## src/rtl/viterbi_pkg.sv

```systemverilog
// rtl/viterbi_pkg.sv - shared FSM states, code generators and metric constants
package viterbi_pkg;

  localparam int METRIC_W = 8;
  localparam logic [METRIC_W-1:0] METRIC_INIT = 8'd64;

  // Generator taps over the shift register {u, s1, s0}: 7 -> c0, 5 -> c1
  localparam logic [2:0] GEN_C0 = 3'b111;
  localparam logic [2:0] GEN_C1 = 3'b101;

  typedef enum logic [1:0] {
    ST_IDLE,
    ST_ACS,
    ST_TRACE,
    ST_OUT
  } state_t;

  typedef logic [METRIC_W-1:0] metric_t;

  // Encoder output {c0, c1} for input u leaving state s = {s1, s0}
  function automatic logic [1:0] encode(input logic u, input logic [1:0] s);
    logic [2:0] taps;
    taps = {u, s};
    return {^(taps & GEN_C0), ^(taps & GEN_C1)};
  endfunction

endpackage

```

## src/rtl/viterbi_acs_sequencer_if.sv

```systemverilog
// rtl/viterbi_acs_sequencer_if.sv - control, symbol and decoded-bit handshakes of the sequencer
interface viterbi_acs_sequencer_if;
  import viterbi_pkg::*;

  logic    start;
  logic    busy;
  logic    in_valid;
  logic    in_ready;
  logic [7:0] sym_a;
  logic [7:0] sym_b;
  logic    out_valid;
  logic    out_ready;
  logic    out_bit;
  logic    out_last;
  metric_t out_metric;

  modport master (
    output start, in_valid, sym_a, sym_b, out_ready,
    input  busy, in_ready, out_valid, out_bit, out_last, out_metric
  );

  modport slave (
    input  start, in_valid, sym_a, sym_b, out_ready,
    output busy, in_ready, out_valid, out_bit, out_last, out_metric
  );

endinterface

```

## src/rtl/viterbi_acs4.sv

```systemverilog
// rtl/viterbi_acs4.sv - four-state add-compare-select; VITERBI_METRIC_NORM_EN selects normalization over saturation
module viterbi_acs4
  import viterbi_pkg::*;
(
  input  logic [3:0][METRIC_W-1:0] metric_in,
  input  logic                     hard_a,
  input  logic                     hard_b,
  output logic [3:0][METRIC_W-1:0] metric_out,
  output logic [3:0]               decision
);

  logic [3:0][METRIC_W:0] cand0;
  logic [3:0][METRIC_W:0] cand1;
  logic [3:0][METRIC_W:0] survivor_sum;

  // Hamming distance between the expected code pair and the received hard bits
  function automatic logic [1:0] branch_metric(input logic u, input logic [1:0] pred,
                                               input logic ha, input logic hb);
    logic [1:0] code;
    code = encode(u, pred);
    return {1'b0, code[1] ^ ha} + {1'b0, code[0] ^ hb};
  endfunction

  // Clamp a widened metric back into the 8-bit range
  function automatic metric_t sat_metric(input logic [METRIC_W:0] value);
    return value[METRIC_W] ? {METRIC_W{1'b1}} : value[METRIC_W-1:0];
  endfunction

  // Next state n = {u, n0} chooses between predecessors {n0,0} and {n0,1}; ties keep x = 0
  always_comb begin
    cand0        = '0;
    cand1        = '0;
    survivor_sum = '0;
    decision     = '0;
    for (int n = 0; n < 4; n++) begin
      cand0[n] = {1'b0, metric_in[{n[0], 1'b0}]}
               + {{(METRIC_W-1){1'b0}}, branch_metric(n[1], {n[0], 1'b0}, hard_a, hard_b)};
      cand1[n] = {1'b0, metric_in[{n[0], 1'b1}]}
               + {{(METRIC_W-1){1'b0}}, branch_metric(n[1], {n[0], 1'b1}, hard_a, hard_b)};
      decision[n]     = (cand1[n] < cand0[n]);
      survivor_sum[n] = decision[n] ? cand1[n] : cand0[n];
    end
  end

`ifdef VITERBI_METRIC_NORM_EN
  logic all_high;

  // Rebase all metrics by 128 once every state has climbed past it
  always_comb begin
    all_high   = 1'b1;
    metric_out = '0;
    for (int n = 0; n < 4; n++) begin
      if (survivor_sum[n] < 9'd128) all_high = 1'b0;
    end
    for (int n = 0; n < 4; n++) begin
      // Saturation here is only a guard; rebased metrics stay far below 255
      metric_out[n] = sat_metric(all_high ? survivor_sum[n] - 9'd128 : survivor_sum[n]);
    end
  end
`else
  // Plain saturating metrics
  always_comb begin
    metric_out = '0;
    for (int n = 0; n < 4; n++) begin
      metric_out[n] = sat_metric(survivor_sum[n]);
    end
  end
`endif

endmodule

```

## src/rtl/viterbi_acs_sequencer.sv

```systemverilog
// rtl/viterbi_acs_sequencer.sv - frame sequencer: ACS over FRAME_LEN pairs, traceback, decoded-bit stream
module viterbi_acs_sequencer
  import viterbi_pkg::*;
#(
  parameter int FRAME_LEN = 8
) (
  input  logic CLK,
  input  logic RST_N,
  viterbi_acs_sequencer_if.slave bus
);

  localparam int CNT_W = $clog2(FRAME_LEN);
  localparam logic [CNT_W-1:0] LAST_IDX = CNT_W'(FRAME_LEN - 1);

  state_t state;
  state_t state_next;

  logic [CNT_W-1:0]          sym_cnt;
  logic [CNT_W-1:0]          trace_cnt;
  logic [CNT_W-1:0]          out_cnt;
  logic [3:0][METRIC_W-1:0]  metric;
  logic [3:0][METRIC_W-1:0]  metric_new;
  logic [3:0]                decision;
  logic [FRAME_LEN-1:0][3:0] surv;
  logic [FRAME_LEN-1:0]      decoded;
  logic [1:0]                trace_state;
  metric_t                   out_metric_q;
  logic                      in_fire;
  logic                      out_fire;
  logic                      busy_c;
  logic                      in_ready_c;
  logic                      out_valid_c;

  viterbi_acs4 u_acs4 (
    .metric_in  (metric),
    .hard_a     (bus.sym_a[7]),
    .hard_b     (bus.sym_b[7]),
    .metric_out (metric_new),
    .decision   (decision)
  );

  assign in_fire  = (state == ST_ACS) && bus.in_valid;
  assign out_fire = (state == ST_OUT) && bus.out_ready;

  // FSM state register
  always_ff @(posedge CLK or negedge RST_N) begin
    if (!RST_N) state <= ST_IDLE;
    else        state <= state_next;
  end

  // Next-state decode and handshake outputs
  always_comb begin
    state_next  = state;
    busy_c      = 1'b1;
    in_ready_c  = 1'b0;
    out_valid_c = 1'b0;
    case (state)
      ST_IDLE: begin
        busy_c = 1'b0;
        if (bus.start) state_next = ST_ACS;
      end
      ST_ACS: begin
        in_ready_c = 1'b1;
        if (in_fire && sym_cnt == LAST_IDX) state_next = ST_TRACE;
      end
      ST_TRACE: begin
        if (trace_cnt == '0) state_next = ST_OUT;
      end
      ST_OUT: begin
        out_valid_c = 1'b1;
        if (out_fire && out_cnt == LAST_IDX) state_next = ST_IDLE;
      end
      default: state_next = ST_IDLE;
    endcase
  end

  // Survivor decisions are deliberately left uninitialised across reset
  always_ff @(posedge CLK) begin
    if (in_fire) surv[sym_cnt] <= decision;
  end

  // Metrics, counters, traceback walk and decoded-bit buffer
  always_ff @(posedge CLK or negedge RST_N) begin
    if (!RST_N) begin
      metric       <= '0;
      sym_cnt      <= '0;
      trace_cnt    <= '0;
      out_cnt      <= '0;
      trace_state  <= '0;
      decoded      <= '0;
      out_metric_q <= '0;
    end else begin
      case (state)
        ST_IDLE: begin
          if (bus.start) begin
            metric  <= {METRIC_INIT, METRIC_INIT, METRIC_INIT, {METRIC_W{1'b0}}};
            sym_cnt <= '0;
          end
        end
        ST_ACS: begin
          if (in_fire) begin
            metric <= metric_new;
            if (sym_cnt == LAST_IDX) begin
              sym_cnt      <= '0;
              out_metric_q <= metric_new[0];
              trace_cnt    <= LAST_IDX;
              trace_state  <= 2'b00;
            end else begin
              sym_cnt <= sym_cnt + 1'b1;
            end
          end
        end
        ST_TRACE: begin
          // Walk back to the predecessor {n0, x}; the input bit of step t is n[1]
          decoded[trace_cnt] <= trace_state[1];
          trace_state        <= {trace_state[0], surv[trace_cnt][trace_state]};
          if (trace_cnt == '0) out_cnt   <= '0;
          else                 trace_cnt <= trace_cnt - 1'b1;
        end
        ST_OUT: begin
          if (out_fire) begin
            if (out_cnt == LAST_IDX) out_cnt <= '0;
            else                     out_cnt <= out_cnt + 1'b1;
          end
        end
        default: ;
      endcase
    end
  end

  assign bus.busy       = busy_c;
  assign bus.in_ready   = in_ready_c;
  assign bus.out_valid  = out_valid_c;
  assign bus.out_bit    = out_valid_c && decoded[out_cnt];
  assign bus.out_last   = out_valid_c && (out_cnt == LAST_IDX);
  assign bus.out_metric = out_metric_q;

endmodule

```

## src/flat_wrapper.sv

```systemverilog
// flat-port wrapper written by rule: the top's interface ports become plain ports
module viterbi_acs_sequencer_flat import viterbi_pkg::*;
#(
  parameter int FRAME_LEN = 8
)
  (CLK, RST_N, bus_start, bus_in_valid, bus_sym_a, bus_sym_b, bus_out_ready, bus_busy, bus_in_ready, bus_out_valid, bus_out_bit, bus_out_last, bus_out_metric);
  viterbi_acs_sequencer_if bus_i ();
  input  logic CLK;
  input  logic RST_N;
  input wire logic [$bits(bus_i.start)-1:0] bus_start;
  input wire logic [$bits(bus_i.in_valid)-1:0] bus_in_valid;
  input wire logic [$bits(bus_i.sym_a)-1:0] bus_sym_a;
  input wire logic [$bits(bus_i.sym_b)-1:0] bus_sym_b;
  input wire logic [$bits(bus_i.out_ready)-1:0] bus_out_ready;
  output wire logic [$bits(bus_i.busy)-1:0] bus_busy;
  output wire logic [$bits(bus_i.in_ready)-1:0] bus_in_ready;
  output wire logic [$bits(bus_i.out_valid)-1:0] bus_out_valid;
  output wire logic [$bits(bus_i.out_bit)-1:0] bus_out_bit;
  output wire logic [$bits(bus_i.out_last)-1:0] bus_out_last;
  output wire logic [$bits(bus_i.out_metric)-1:0] bus_out_metric;
  assign bus_i.start = bus_start;
  assign bus_i.in_valid = bus_in_valid;
  assign bus_i.sym_a = bus_sym_a;
  assign bus_i.sym_b = bus_sym_b;
  assign bus_i.out_ready = bus_out_ready;
  assign bus_busy = bus_i.busy;
  assign bus_in_ready = bus_i.in_ready;
  assign bus_out_valid = bus_i.out_valid;
  assign bus_out_bit = bus_i.out_bit;
  assign bus_out_last = bus_i.out_last;
  assign bus_out_metric = bus_i.out_metric;
  viterbi_acs_sequencer #(.FRAME_LEN(FRAME_LEN)) u_core (.CLK(CLK), .RST_N(RST_N), .bus(bus_i));
endmodule
```

## config.mk

```make
export PLATFORM = sky130hd
export DESIGN_NAME = viterbi_acs_sequencer_flat
export DESIGN_NICKNAME = d
export VERILOG_FILES = /design/src/rtl/viterbi_pkg.sv /design/src/rtl/viterbi_acs_sequencer_if.sv /design/src/rtl/viterbi_acs4.sv /design/src/rtl/viterbi_acs_sequencer.sv /design/src/flat_wrapper.sv
export SDC_FILE = /design/constraint.sdc
export NUM_CORES = 1
export LEC_CHECK = 0
export ABC_AREA = 1
export BUFFER_PORTS_ARGS = -buffer_cell sky130_fd_sc_hd__buf_2
export CORE_ASPECT_RATIO = 1.75
export CORE_MARGIN = 1.5
export CORE_UTILIZATION = 32
export DETAILED_ROUTE_END_ITERATION = 10
export PLACE_DENSITY = 0.55
export SLEW_MARGIN = 40
export SYNTH_ARGS = -nofsm -noshare
export SYNTH_HDL_FRONTEND = slang
export SYNTH_SLANG_ARGS = --single-unit
export TNS_END_PERCENT = 30
```

## constraint.sdc

```tcl
create_clock -name CLK -period 2.8 [get_ports CLK]
set_input_delay 0 -clock CLK [delete_from_list [all_inputs] [get_ports CLK]]
set_output_delay 0 -clock CLK [all_outputs]
set_load 0.01 [all_outputs]
```

Word level (Yosys, flattened, before mapping)
Cells that the tools add are included.
Operators by class
  add/sub/neg operators: 15
  order comparisons: 10
  equality and inequality tests: 13
  muxes and demuxes: 46
  bitwise gates (word level): 2
  reductions and logical operators: 19
Operators with widths (count)
  $add A8 B2 Y9: 8
  $mux W32: 2
  $pmux W32 S2: 1
  $lt A9 B9 Y1: 4
  $mux W9: 4
  $bwmux W32: 1
  $mux W8: 4
  $mux W3: 9
  $pmux W3 S2: 3
  $bmux W4 S3: 1
  $demux W4 S3: 1
  $lt A3 B4 Y1 const B: 3
  $mux W2: 6
  $reduce_and A3 Y1: 4
  $ne A2 B2 Y1 const B: 5
  $add A1 B1 Y2: 4
  $bwmux W8: 1
  $logic_and A1 B1 Y1: 8
  $mux W4: 2
  $pmux W2 S4: 1
  $reduce_and A4 Y1: 2
  $add A3 B1 Y3 const B: 2
  $eq A3 B3 Y1 const B: 2
  $ge A3 B1 Y1 const B: 2
  other kinds (14): 25
Storage, ports and cells
  register bits after elaboration: 93
  input port bits: 21
  output and inout port bits: 13
  logic and storage cells: 124

Depth between registers and ports, before layout
Gate-level depths: netlist of the first run.
  depth after elaboration: 8
  gate-level depth with buffers: 23
  mapped depth without buffers: 22

Hierarchy
Synthesis of the first run repeated with hierarchy kept, for this count alone.
Unflattened totals
  cell total of the unflattened synthesis: 1022
  area, all modules: 7294.5 um^2
Modules (own cells, without submodules)
  viterbi_acs_sequencer: times used 1, cells each 406, area each 4086.4 um^2, sequential area each 2487.4 um^2
  viterbi_acs4: times used 1, cells each 616, area each 3208.1 um^2, sequential area each 0.0 um^2

Worst setup path before layout of the first run
Ideal clock, no wire load.
  kind: input port to flip-flop
  from: input bus_sym_b[7]
  to: register u_core.out_metric_q[7], in the netlist u_core.bus.out_metric[7]
  library setup time: 65 ps
  arrival: 2507 ps
  required time: 2735 ps
  slack: 228 ps
  cell stages on the path: 19
  buffers on the path: 0
  cell sequence: inv_1 > ha_1 > ha_1 > ha_1 > inv_1 > nand2_1 > nand2_1 > xor2_1 > inv_1 > ha_1 > nand2_1 > a21oi_1 > nor2_1 > nand2_1 > nor2_2 > nand3_1 > nand3_1 > nand2_1 > nand2_1
On the way
  longest elaborated chain between the ends: 6
  elaborated cells between the ends (all ways): 8
  those cells by class: 4 x add/sub; 1 x order compare; 2 x mux; 1 x bitwise
Ends and longest elaborated chain
  from (decl): RTL line flat_wrapper.sv:13  | input wire logic [$bits(bus_i.sym_b)-1:0] bus_sym_b;
  $not A1 Y1 (no source line)
  $add A1 B1 Y2: RTL line viterbi_acs4.sv:21  | return {1'b0, code[1] ^ ha} + {1'b0, code[0] ^ hb};
  $add A8 B2 Y9: RTL line viterbi_acs4.sv:39  | + {{(METRIC_W-1){1'b0}}, branch_metric(n[1], {n[0], 1'b1}, hard_a, hard_b)};
  $lt A9 B9 Y1 (*): RTL line viterbi_acs4.sv:40  | decision[n] = (cand1[n] < cand0[n]);
  via u_core.decision[0]: RTL line viterbi_acs_sequencer.sv:23  | logic [3:0] decision;
  $mux W9 (*): RTL line viterbi_acs4.sv:41  | survivor_sum[n] = decision[n] ? cand1[n] : cand0[n];
  $mux W8 (*): RTL line viterbi_acs4.sv:26  | return value[METRIC_W] ? {METRIC_W{1'b1}} : value[METRIC_W-1:0];
  to (signal assigned): RTL line viterbi_acs_sequencer.sv:105  | out_metric_q <= metric_new[0];
  to (decl): RTL line viterbi_acs_sequencer.sv:27  | metric_t out_metric_q;
The timed path passes the listed nets; every way through them passes the cells marked *.
A chain may end at the register's enable or synchronous reset.

Final worst setup path of the first run
  from: register u_core.metric[25] (netlist name)
  to: register u_core.metric[9] (netlist name)
On the way
  longest elaborated chain between the ends: 6
Ends and longest elaborated chain
  from (decl): RTL line viterbi_acs_sequencer.sv:21  | logic [3:0][METRIC_W-1:0] metric;
  from (signal assigned): RTL line viterbi_acs_sequencer.sv:96  | metric <= {METRIC_INIT, METRIC_INIT, METRIC_INIT, {METRIC_W{1'b0}}};
  from (signal assigned): RTL line viterbi_acs_sequencer.sv:102  | metric <= metric_new;
  $add A8 B2 Y9 (*): RTL line viterbi_acs4.sv:39
  $lt A9 B9 Y1: RTL line viterbi_acs4.sv:40
  $mux W9 (*): RTL line viterbi_acs4.sv:41
  $mux W8 (*): RTL line viterbi_acs4.sv:26
  $mux W32 (*): RTL line viterbi_acs_sequencer.sv:101  | if (in_fire) begin
  $pmux W32 S2 (*): RTL line viterbi_acs_sequencer.sv:93  | case (state)
Every way passes the cells marked *; elsewhere a longest branch is shown, timed or not. The select of a mux whose other input is x is not followed.

==> results of run 1 <==
## metal layers
metal	track usage, %	wire length [um]	vias to the layer above
li1	-	-	3534
met4	8.406	804	0
met3	2.114	415	44
met5	0	0	-
met1	18.83	7698	3187
met2	35.08	11690	133
## cells in the final DEF, fill, tap and decap left out, drive strengths merged
master,instances
nand2,399
inv,157
buf,136
nand3,116
nor2,68
ha,62
dfrtp,61
edfxtp,32
o21ai,31
xor2,24
a21oi,22
nand4,13
clkbuf,9
a31oi,8
or2,6
nor3,6
o211ai,5
a21o,4
and2,4
clkinv,3
o32ai,2
a21boi,1
dlygate4sd3,1
## critical path, cell delays in order, from the launching register on
cell and delay (ns):
dfrtp_1 0.41, buf_4 0.16, nand2_1 0.07, nand2_2 0.07
ha_1 0.18, inv_1 0.08, nand2_2 0.10, nand2_2 0.11
xor2_2 0.24, ha_4 0.24, nand2_1 0.06, a21oi_1 0.06
nor2_1 0.17, nand3_2 0.11, buf_6 0.14, nand2_1 0.10
nand2_4 0.09, nand2_1 0.09, nand2_1 0.05, o21ai_0 0.09
## power by group through the flow
| stage | Combinational, mW | Sequential, mW | Clock, mW |
|---|---|---|---|
| finish | 7.38 | 2.37 | 1.24 |
| global route | 8.26 | 2.42 | 1.32 |
| CTS | 6.52 | 2.35 | 1.28 |
| detailed placement | 6.40 | 2.37 | 0 |
| global placement | 6.37 | 2.37 | 0 |
| floorplan | 4.15 | 2.29 | 0 |
## flip-flops by register name (all words and copies together), names as in the netlist
name,count
u_core.state,2
u_core.trace_cnt,3
u_core.out_cnt,3
u_core.metric,32
u_core.trace_state,2
u_core.sym_cnt,3
u_core.surv,32
u_core.decoded,8
u_core.bus.out_metric,8
## kinds of logic after synthesis
logic type	count (synthesis)
fa+ha+maj	62
compound gates	73
xor+xnor	24
buf+inv	169
simple gates	611
flops	93
## worst max-delay path by stage
| stage | startpoint | end | slack (ns) | cells after the start |
|---|---|---|---|---|
| 6_report | u_core.metric[25]$_DFFE_PN0P_ | u_core.metric[9]$_DFFE_PN0P_ | 0.07 | 19 |
| 5_1_grt | u_core.metric[17]$_DFFE_PN0P_ | u_core.metric[26]$_DFFE_PN0P_ | -0.06 | 20 |
| 4_1_cts | u_core.metric[1]$_DFFE_PN0P_ | u_core.metric[1]$_DFFE_PN0P_ | 0.000007 | 19 |
| 3_5_place_dp | bus_sym_a[7] | u_core.metric[9]$_DFFE_PN0P_ | -0.35 | 22 |
| 3_3_place_gp | bus_sym_b[7] | u_core.metric[9]$_DFFE_PN0P_ | -0.32 | 22 |
| 2_1_floorplan | bus_sym_b[7] | u_core.bus.out_metric[7]$_DFFE_PN0P_ | 0.23 | 19 |
## what timing repair did
item	in CTS	in global routing
setup buffers	0	9
endpoints found under the setup margin	17	72
endpoints found under the hold margin	36	0
resized for setup	13	128
hold buffers	1	0
gates cloned	0	2
pin swaps	1	44
## Yosys cell counts
cell type and number:
nor3_1 5, inv_1 144, buf_4 5, nor2_1 62, a21oi_1 22, nor3_2 1
a31oi_4 1, nand3_1 114, buf_1 1, and2_1 4, clkbuf_1 1, o32ai_1 2
xor2_1 24, or2_2 6, edfxtp_1 32, o21ai_1 4, nand4_1 13, a31oi_1 7
a21boi_0 1, nand2_1 394, buf_6 1, o21ai_0 27, nand2_2 4, a21o_1 4
o211ai_1 5, ha_1 62, buf_2 8, nor2_4 4, dfrtp_1 61, nand2_4 1
nand3_2 1, inv_2 9, nor2_2 2
## cell type report
type	instances	area, um2	share of cell area [%]
multi-input combinational	771	4511	48.74
sequential	93	2489	26.89
timing repair buffer	137	1013	10.95
inverter	153	576.8	6.233
tap	296	370.4	4.002
clock buffer	9	225.2	2.434
clock inverter	7	68.82	0.7436
## per-stage QoR
stage	setup TNS [ns]	setup slack [ns]	total power [mW]	area, um2
CTS	0	0.000006883	10.15	8672
detailed placement	-13.55	-0.3473	8.770	8314
global placement	-10.99	-0.3228	8.745	8312
global route	-0.7723	-0.05944	12.01	9254
finish	0	0.06749	10.98	9254
floorplan	0	0.2279	6.438	7132
==> flow_metrics.py, run 1 <==
metrics = {
    "placed_design": {
        "gp_congestion": 0.9130,
        "placed_cells": 1439,
        "hpwlAfterDp_um": 16200,
        "portBuffers": 19,
    },
    "setup_path": {
        "cp-end-kind": "register",
        "cp-start-kind": "register",
        "crit_arrival_ns": 3.00,
        "critPathKind": "register to register",
        "required_ns": 3.07,
        "timing.rr.end": "u_core.metric[9]$_DFFE_PN0P_",
        "r2r_slack_ns": 0.07,
        "crit_fanout": 8,
        "r2r_start": "u_core.metric[25]$_DFFE_PN0P_",
        "r2r_cells": 19,
    },
    "logic_synthesis": {
        "synth_mux_area_share_pct": 0,
        "synth-xor-area-share_pct": 2.947,
        "syn_area_mm2": 0.007132,
        "yosys.area_share.simple_pct": 35.96,
        "synth_area_per_cell_um2": 6.911,
        "synth_top_area_share_pct": 21.40,
        "synth_top_family_by_area": "simple AND/OR/NAND/NOR gates",
        "synth-compound-area-share_pct": 5.930,
        "syn_inst": 1032,
        "synth_seq_cells": 93,
        "yosys_warnings": 0,
        "yosysTopAreaCell": "dfrtp_1",
        "synth_seq_area_share_pct": 34.88,
        "synth_nets": 1115,
        "synthAdderAreaFrac_pct": 10.88,
        "synth_cell_types": 33,
        "ys_top_cells_by_area": "dfrtp_1 (21%), nand2_1 (21%), edfxtp_1 (13%)",
    },
    "flow_run": {
        "cap_violations": 0,
    },
    "global_route": {
        "grt_use_total_pct": 18.18,
        "grt_antenna_before_repair": 0,
        "grt_pass1_wl_um": 32670,
        "grt_pass1_vias": 6766,
        "overflow": 0,
        "grt_max_degree": 39,
    },
    "clocking": {
        "clk_pin_slew_ns": 0.08,
        "insertion_delay_ns": 0.36,
        "clock_path_buffers": 2,
        "cts_sinks": 93,
        "cts_buffers": 9,
        "htreeDepth": 3,
        "cts_tree": "built",
        "clockRootBuffer": "clkbuf_16",
    },
    "timing": {
        "max_slew_margin_pct": 62.33,
        "finalCritPeriodShare_pct": 97.59,
        "fmax_mhz": 366.0,
        "timing_hold_violations_final": 0,
        "fin_hold_ws_ns": 0.07752,
        "skew_ns": 0.01055,
        "period_minus_slack_ns": 2.733,
        "slew_viol_final": 0,
        "setup_viol": 0,
        "worst_pin_slew_ns": 0.5650,
        "grt_setup_unrepaired": "yes",
    },
    "die": {
        "rows": 72,
        "ios": 34,
        "die_height_um": 200.5,
        "start_util_pct": 32.45,
        "dieWidth_um": 115.9,
        "fp.dieArea_mm2": 0.02323,
        "core-area_mm2": 0.02198,
    },
    "power_and_ir_drop": {
        "peakVddDrop_mv": 0.4795,
        "comb_power_share_pct": 67.2,
        "p_per_area_mw_per_mm2": 1187,
        "switching_share_pct": 49.44,
        "p_leak_nw": 4.906,
        "seqPwrFrac_pct": 21.6,
        "power.internal_mw": 5.553,
        "p_sw_mw": 5.430,
        "clkPwrFrac_pct": 11.3,
    },
    "detailed_routing": {
        "num_vias": 6898,
        "first_pass_iters": 6,
        "wl_per_cell_um": 14.06,
        "drc": 0,
        "drtAntennaViolNets": 0,
        "routed_wl_um": 20610,
        "viasPerCell": 4.705,
        "drtIter0Drc": 409,
    },
    "layout": {
        "antenna_cells": 0,
        "layout-drive-gt1-share_pct": 25.04,
        "nets": 1248,
        "fin_util_pct": 42.10,
        "stdcell_count": 1466,
        "syn_to_final_growth_pct": 29.75,
        "nFillCells": 2333,
    },
    "min_path": {
        "hp-start": "bus_start",
        "min_path_cells": 4,
        "min_path_type": "input port to register",
        "worstHoldEndpoint": "u_core.metric[7]$_DFFE_PN0P_",
    },
    "status": {
        "status": "completed",
    },
}
Note: power is estimated with default switching activity, not from simulation.
==> run 2: changes to the inputs <==
- SYNTH_HIERARCHICAL: unset -> 1
==> flow_metrics.py, run 2 <==
metrics = {
    "timing": {
        "period_minus_slack_ns": 2.871,
        "timing_hold_violations_final": 0,
        "max_slew_margin_pct": 55.97,
        "setup_viol": 12,
        "slew_viol_final": 0,
        "fin_hold_ws_ns": 0.1462,
        "worst_pin_slew_ns": 0.6588,
        "finalCritPeriodShare_pct": 102.5,
        "skew_ns": 0.007081,
        "finalSetupTns_ns": -0.5729,
        "grt_setup_unrepaired": "yes",
        "worst_slack_ns": -0.07094,
        "fmax_mhz": 348.3,
    },
    "layout": {
        "syn_to_final_growth_pct": 44.01,
        "antenna_cells": 0,
        "nFillCells": 2154,
        "layout-drive-gt1-share_pct": 36.23,
        "fin_util_pct": 47.21,
        "final_common_cell": "nand2_1",
        "mostFrequentLayoutCells": "nand2_1 (265), buf_4 (164), inv_1 (134), nand3_1 (90), dfrtp_1 (58)",
        "top_regs": "u_core/metric: 32 flops, u_core/surv: 32 flops",
        "nets": 1300,
    },
    "logic_synthesis": {
        "ys_top_cells_by_area": "dfrtp_1 (21%), nand2_1 (17%), edfxtp_1 (13%)",
        "synth_most_common_cell": "nand2_1",
        "synthArstFlopShare_pct": 65.59,
        "synth_nets": 1107,
        "synth_edf_count": 32,
        "syn_inst": 1022,
        "synth_area_per_cell_um2": 7.137,
        "syn_area_mm2": 0.007294,
        "synth_seq_area_share_pct": 34.10,
        "yosys_warnings": 6,
        "synthFlopType": "dfrtp_1",
        "yosys-top-cells-count": "nand2_1 (321), inv_1 (156), nand3_1 (124)",
        "synth_cell_types": 37,
        "synth_top_area_share_pct": 20.93,
        "yosysTopAreaCell": "dfrtp_1",
        "synth_seq_cells": 93,
    },
    "detailed_routing": {
        "first_pass_iters": 5,
        "wl_per_cell_um": 15.94,
        "drtAntennaViolNets": 0,
        "routed_wl_um": 24170,
        "viasPerCell": 4.968,
        "drc": 0,
        "drtIter0Drc": 428,
        "dr_wl_met2_um": 13700,
        "met1_length_um": 8131,
        "wl_met3_um": 480,
        "top_layer": "met4",
        "num_vias": 7532,
    },
    "setup_path": {
        "crit_buf_inv": 3,
        "r2r_slack_ns": -0.07,
        "cp_slowest_cell": "dfrtp_1",
        "crit_start": "u_core/metric[22]$_DFFE_PN0P_",
        "cp-end-kind": "register",
        "path_delay_family": "simple AND/OR/NAND/NOR gates",
        "r2r_start": "u_core/metric[22]$_DFFE_PN0P_",
        "crit_chain": "clkinvlp_4, nor3_4, nand3_1, nand2_1, inv_1, ha_1, nand2_4, nor2_4, nand2_2, nand2_1, nor2_4, buf_6, nand2_1, nand3_4, a22o_1",
        "crit_arrival_ns": 3.11,
        "r2r_cells": 15,
        "endpoint": "u_core/metric[11]$_DFFE_PN0P_",
        "crit_cells": 15,
        "crit_fanout": 6,
        "cp-start-kind": "register",
        "required_ns": 3.04,
        "cpPeakStageDelay_ns": 0.55,
        "crit_path_frequent_cell": "nand2_1",
        "critPathKind": "register to register",
        "timing.rr.end": "u_core/metric[11]$_DFFE_PN0P_",
    },
    "global_route": {
        "grt_max_degree": 33,
        "grt_antenna_before_repair": 0,
        "grt_pass1_wl_um": 35980,
        "grt_pass1_vias": 7365,
        "overflow": 0,
        "grt_use_total_pct": 20.00,
    },
    "min_path": {
        "min_path_type": "input port to async pin",
    },
    "die": {
        "rows": 72,
        "ios": 34,
        "dieWidth_um": 117.1,
        "die_height_um": 202.7,
        "core-area_mm2": 0.02225,
        "start_util_pct": 32.78,
        "fp.dieArea_mm2": 0.02375,
    },
    "clocking": {
        "clockRootBuffer": "clkbuf_16",
        "clk_pin_slew_ns": 0.07,
        "cts_buffers": 9,
        "insertion_delay_ns": 0.34,
        "clock_path_buffers": 2,
        "htreeDepth": 3,
        "cts_tree": "built",
        "cts_sinks": 93,
    },
    "placed_design": {
        "dp_slack_ns": -0.4804,
        "portBuffers": 19,
        "hpwlAfterDp_um": 18080,
        "gp_congestion": 0.9199,
    },
    "status": {
        "status": "complete, but fails checks",
        "violations": "negative setup slack",
    },
    "flow_run": {
        "cap_violations": 0,
    },
    "power_and_ir_drop": {
        "peakVddDrop_mv": 0.4747,
        "p_leak_nw": 5.330,
        "p_per_area_mw_per_mm2": 1166,
    },
}
## run 2: worst min-delay path by stage
stage,to,startpoint,slack [ns],cells after the start
5_1_grt,u_core/sym_cnt[0]$_DFFE_PN0P_,bus_start,0.17,6
6_report,u_core/metric[25]$_DFFE_PN0P_,RST_N,0.15,2
4_1_cts,u_core/out_cnt[2]$_DFFE_PN0P_,bus_out_ready,0.15,6
2_1_floorplan,u_core/bus.out_metric[0]$_DFFE_PN0P_,RST_N,-0.30,0
3_5_place_dp,u_core/metric[26]$_DFFE_PN0P_,RST_N,0.14,1
3_3_place_gp,u_core/metric[26]$_DFFE_PN0P_,RST_N,0.14,1
## run 2: report_power, final
group	switching, mW	total, mW	internal (mW)	leakage (nW)
Sequential	0.374	2.33	1.95	1.07
Combinational	5.01	8.69	3.69	4.12
Clock	0.562	1.23	0.668	0.144
## run 2: kinds of logic (layout without fill, tap and decap cells)
| kind of cell | count (synthesis) | count (layout) | synth area share [%] |
|---|---|---|---|
| adders and majority gates | 64 | 64 | 10.98 |
| DFF | 93 | 93 | 34.10 |
| xor gates and xnor gates | 24 | 24 | 2.985 |
| buffers and inverters | 181 | 379 | 9.760 |
| AOI/OAI and AO/OA | 103 | 103 | 8.834 |
| muxes | 1 | 1 | 0.1372 |
| and+or+nand+nor | 556 | 556 | 33.21 |
## run 2: through the flow
stage	total power, mW	instances	area [um2]
final	12.25	1516	10510
after global routing	13.21	1516	10510
after CTS	10.75	1500	9463
after detailed placement	8.769	1449	8656
after global placement	8.718	1449	8651
after floorplan	6.189	1022	7302
## run 2: timing repair
action                                  in CTS  in global routing
endpoints found under the setup margin      68                 72
hold buffers                                 1                  0
buffers inserted                            33                 16
hold endpoints to repair                    30                  0
gates resized for setup                     71                218
cloned                                       1                  0
pin swaps                                   38                 95
## run 2: final cells by class
| type | count | area [um2] | area share [%] |
|---|---|---|---|
| Clock buffer | 10 | 250.2 | 2.382 |
| Clock inverter | 6 | 48.80 | 0.4645 |
| Inverter | 161 | 618.1 | 5.884 |
| Multi-Input combinational cell | 748 | 5181 | 49.32 |
| Sequential cell | 93 | 2491 | 23.71 |
| Tap cell | 296 | 370.4 | 3.525 |
| Timing Repair Buffer | 202 | 1545 | 14.71 |
## run 2: metal layers
metal,vias to the layer above,GRT usage [%]
met5,-,0
met4,0,13.68
met3,97,1.612
met2,180,39.70
met1,3586,18.29
li1,3669,-
==> run 3: changes to the inputs <==
- SKIP_LAST_GASP: unset -> 1
==> flow_metrics.py, run 3 (synthesis gave the netlist of run 2 again) <==
metrics = {
    "die": {
        "start_util_pct": 32.78,
        "ios": 34,
        "rows": 72,
        "core-area_mm2": 0.02225,
        "dieWidth_um": 117.1,
        "fp.dieArea_mm2": 0.02375,
        "die_height_um": 202.7,
    },
    "setup_path": {
        "required_ns": 3.03,
        "critPathKind": "register to register",
        "cp-start-kind": "register",
        "crit_buf_inv": 3,
        "crit_fanout": 8,
        "r2r_slack_ns": -0.02,
        "r2r_start": "u_core/metric[17]$_DFFE_PN0P_",
        "cpPeakStageDelay_ns": 0.43,
        "crit_path_frequent_cell": "nand2_2",
        "crit_start": "u_core/metric[17]$_DFFE_PN0P_",
        "path_delay_family": "simple AND/OR/NAND/NOR gates",
        "r2r_cells": 18,
        "crit_arrival_ns": 3.05,
        "cp_slowest_cell": "dfrtp_1",
        "timing.rr.end": "u_core/metric[10]$_DFFE_PN0P_",
        "crit_chain": "inv_2, nand2_2, nand2_2, ha_2, inv_2, nand2_4, nand2_4, nor2_4, xor2_2, ha_1, nand2_2, nor2_4, nand3_4, buf_6, nand4_1, nand2_8, nand3_1, a22o_1",
        "cp-end-kind": "register",
    },
    "timing": {
        "max_slew_margin_pct": 55.78,
        "slew_viol_final": 0,
        "timing_hold_violations_final": 0,
        "grt_setup_unrepaired": "yes",
        "fin_hold_ws_ns": 0.1398,
        "skew_ns": 0.007808,
        "setup_viol": 11,
        "worst_pin_slew_ns": 0.6618,
        "fmax_mhz": 354.4,
        "worst_slack_ns": -0.02134,
        "finalSetupTns_ns": -0.1197,
        "period_minus_slack_ns": 2.821,
        "finalCritPeriodShare_pct": 100.8,
    },
    "clocking": {
        "cts_buffers": 9,
        "clock_path_buffers": 2,
        "insertion_delay_ns": 0.35,
        "clk_pin_slew_ns": 0.07,
        "cts_tree": "built",
        "cts_sinks": 93,
        "clockRootBuffer": "clkbuf_16",
        "htreeDepth": 3,
    },
    "layout": {
        "mostFrequentLayoutCells": "nand2_1 (271), buf_4 (163), inv_1 (138), nand3_1 (100), dfrtp_1 (57)",
        "syn_to_final_growth_pct": 40.58,
        "final_common_cell": "nand2_1",
        "nets": 1296,
        "antenna_cells": 0,
        "top_regs": "u_core/metric: 32 flops, u_core/surv: 32 flops",
        "layout-drive-gt1-share_pct": 33.63,
    },
    "detailed_routing": {
        "first_pass_iters": 5,
        "drc": 0,
        "routed_wl_um": 23720,
        "viasPerCell": 4.917,
        "drtAntennaViolNets": 0,
        "drtIter0Drc": 426,
        "wl_per_cell_um": 15.69,
        "num_vias": 7434,
    },
    "min_path": {
        "min_path_type": "input port to async pin",
    },
    "global_route": {
        "grt_max_degree": 33,
        "grt_pass1_wl_um": 35960,
        "overflow": 0,
        "grt_antenna_before_repair": 0,
        "grt_pass1_vias": 7355,
        "grt_use_total_pct": 20.00,
    },
    "power_and_ir_drop": {
        "seqPwrFrac_pct": 19.8,
        "clkPwrFrac_pct": 10.4,
        "p_per_area_mw_per_mm2": 1150,
        "comb_power_share_pct": 69.8,
        "peakVddDrop_mv": 0.4549,
        "switching_share_pct": 48.30,
        "p_leak_nw": 5.274,
        "power.internal_mw": 6.099,
        "p_sw_mw": 5.696,
        "power.total_mw": 11.80,
    },
    "placed_design": {
        "gp_congestion": 0.9199,
        "hpwlAfterDp_um": 18080,
        "portBuffers": 19,
    },
    "status": {
        "violations": "negative setup slack",
        "status": "complete, but fails checks",
    },
    "flow_run": {
        "cap_violations": 0,
    },
}
-- run 3: cell types whose count changed in the layout (fill, tap and decap cells not counted), sizes merged --
cell      change
clkinvlp      -1
buf           -4
inv           +1
-- run 3: per-layer routing --
layer	track usage [%]	share of wire (%)
met5	0	0
met4	13.68	7.1
met3	1.612	1.9
met2	39.64	57
met1	18.34	34
-- run 3: how the worst max path moves through the flow --
| stage | end | slack, ns | cells past startpoint |
|---|---|---|---|
| 4_1_cts | u_core/metric[29]$_DFFE_PN0P_ | -0.07 | 21 |
| 6_report | u_core/metric[10]$_DFFE_PN0P_ | -0.02 | 18 |
| 3_3_place_gp | u_core/metric[13]$_DFFE_PN0P_ | -0.43 | 19 |
| 3_5_place_dp | u_core/metric[13]$_DFFE_PN0P_ | -0.48 | 19 |
| 5_1_grt | u_core/metric[22]$_DFFE_PN0P_ | -0.17 | 20 |
| 2_1_floorplan | u_core/metric[14]$_DFFE_PN0P_ | 0.03 | 20 |
-- run 3: timing repair --
| action | 4_1_cts | 5_1_grt |
|---|---|---|
| pin swaps | 34 | 64 |
| hold endpoints to repair | 30 | 0 |
| endpoints found under the setup margin | 68 | 72 |
| buffers inserted | 33 | 12 |
| cloned | 1 | 0 |
| hold buffers | 1 | 0 |
| gates resized for setup | 65 | 176 |
-- run 3: cell type report --
| type | instances | area (um2) |
|---|---|---|
| well taps | 296 | 370.4 |
| multi-input cells | 748 | 4982 |
| repair buffers | 198 | 1504 |
| fillers | 2179 | 12000 |
| inverters | 161 | 606.8 |
| clock inverters | 6 | 48.80 |
| flip-flops and latches | 93 | 2492 |
| clock buffers | 10 | 250.2 |
-- run 3: metrics by stage --
| stage | setup slack (ns) | utilization (%) | std cells | area (um2) |
|---|---|---|---|---|
| after floorplan | 0.02711 | - | 1022 | 7302 |
| final | -0.02134 | 46.09 | 1512 | 10250 |
| after CTS | -0.06897 | 42.43 | 1500 | 9442 |
| after detailed placement | -0.4804 | 38.90 | 1449 | 8656 |
| after global placement | -0.4318 | 38.88 | 1449 | 8651 |
| after global routing | -0.1723 | 46.09 | 1512 | 10250 |
-- run 3: power groups by stage --
stage	clock, mW	sequential (mW)	combinational [mW]
floorplan	0	2.24	3.95
global placement	0	2.32	6.40
detailed placement	0	2.32	6.45
CTS	1.26	2.31	7.14
global route	1.32	2.38	9.07
finish	1.23	2.33	8.23
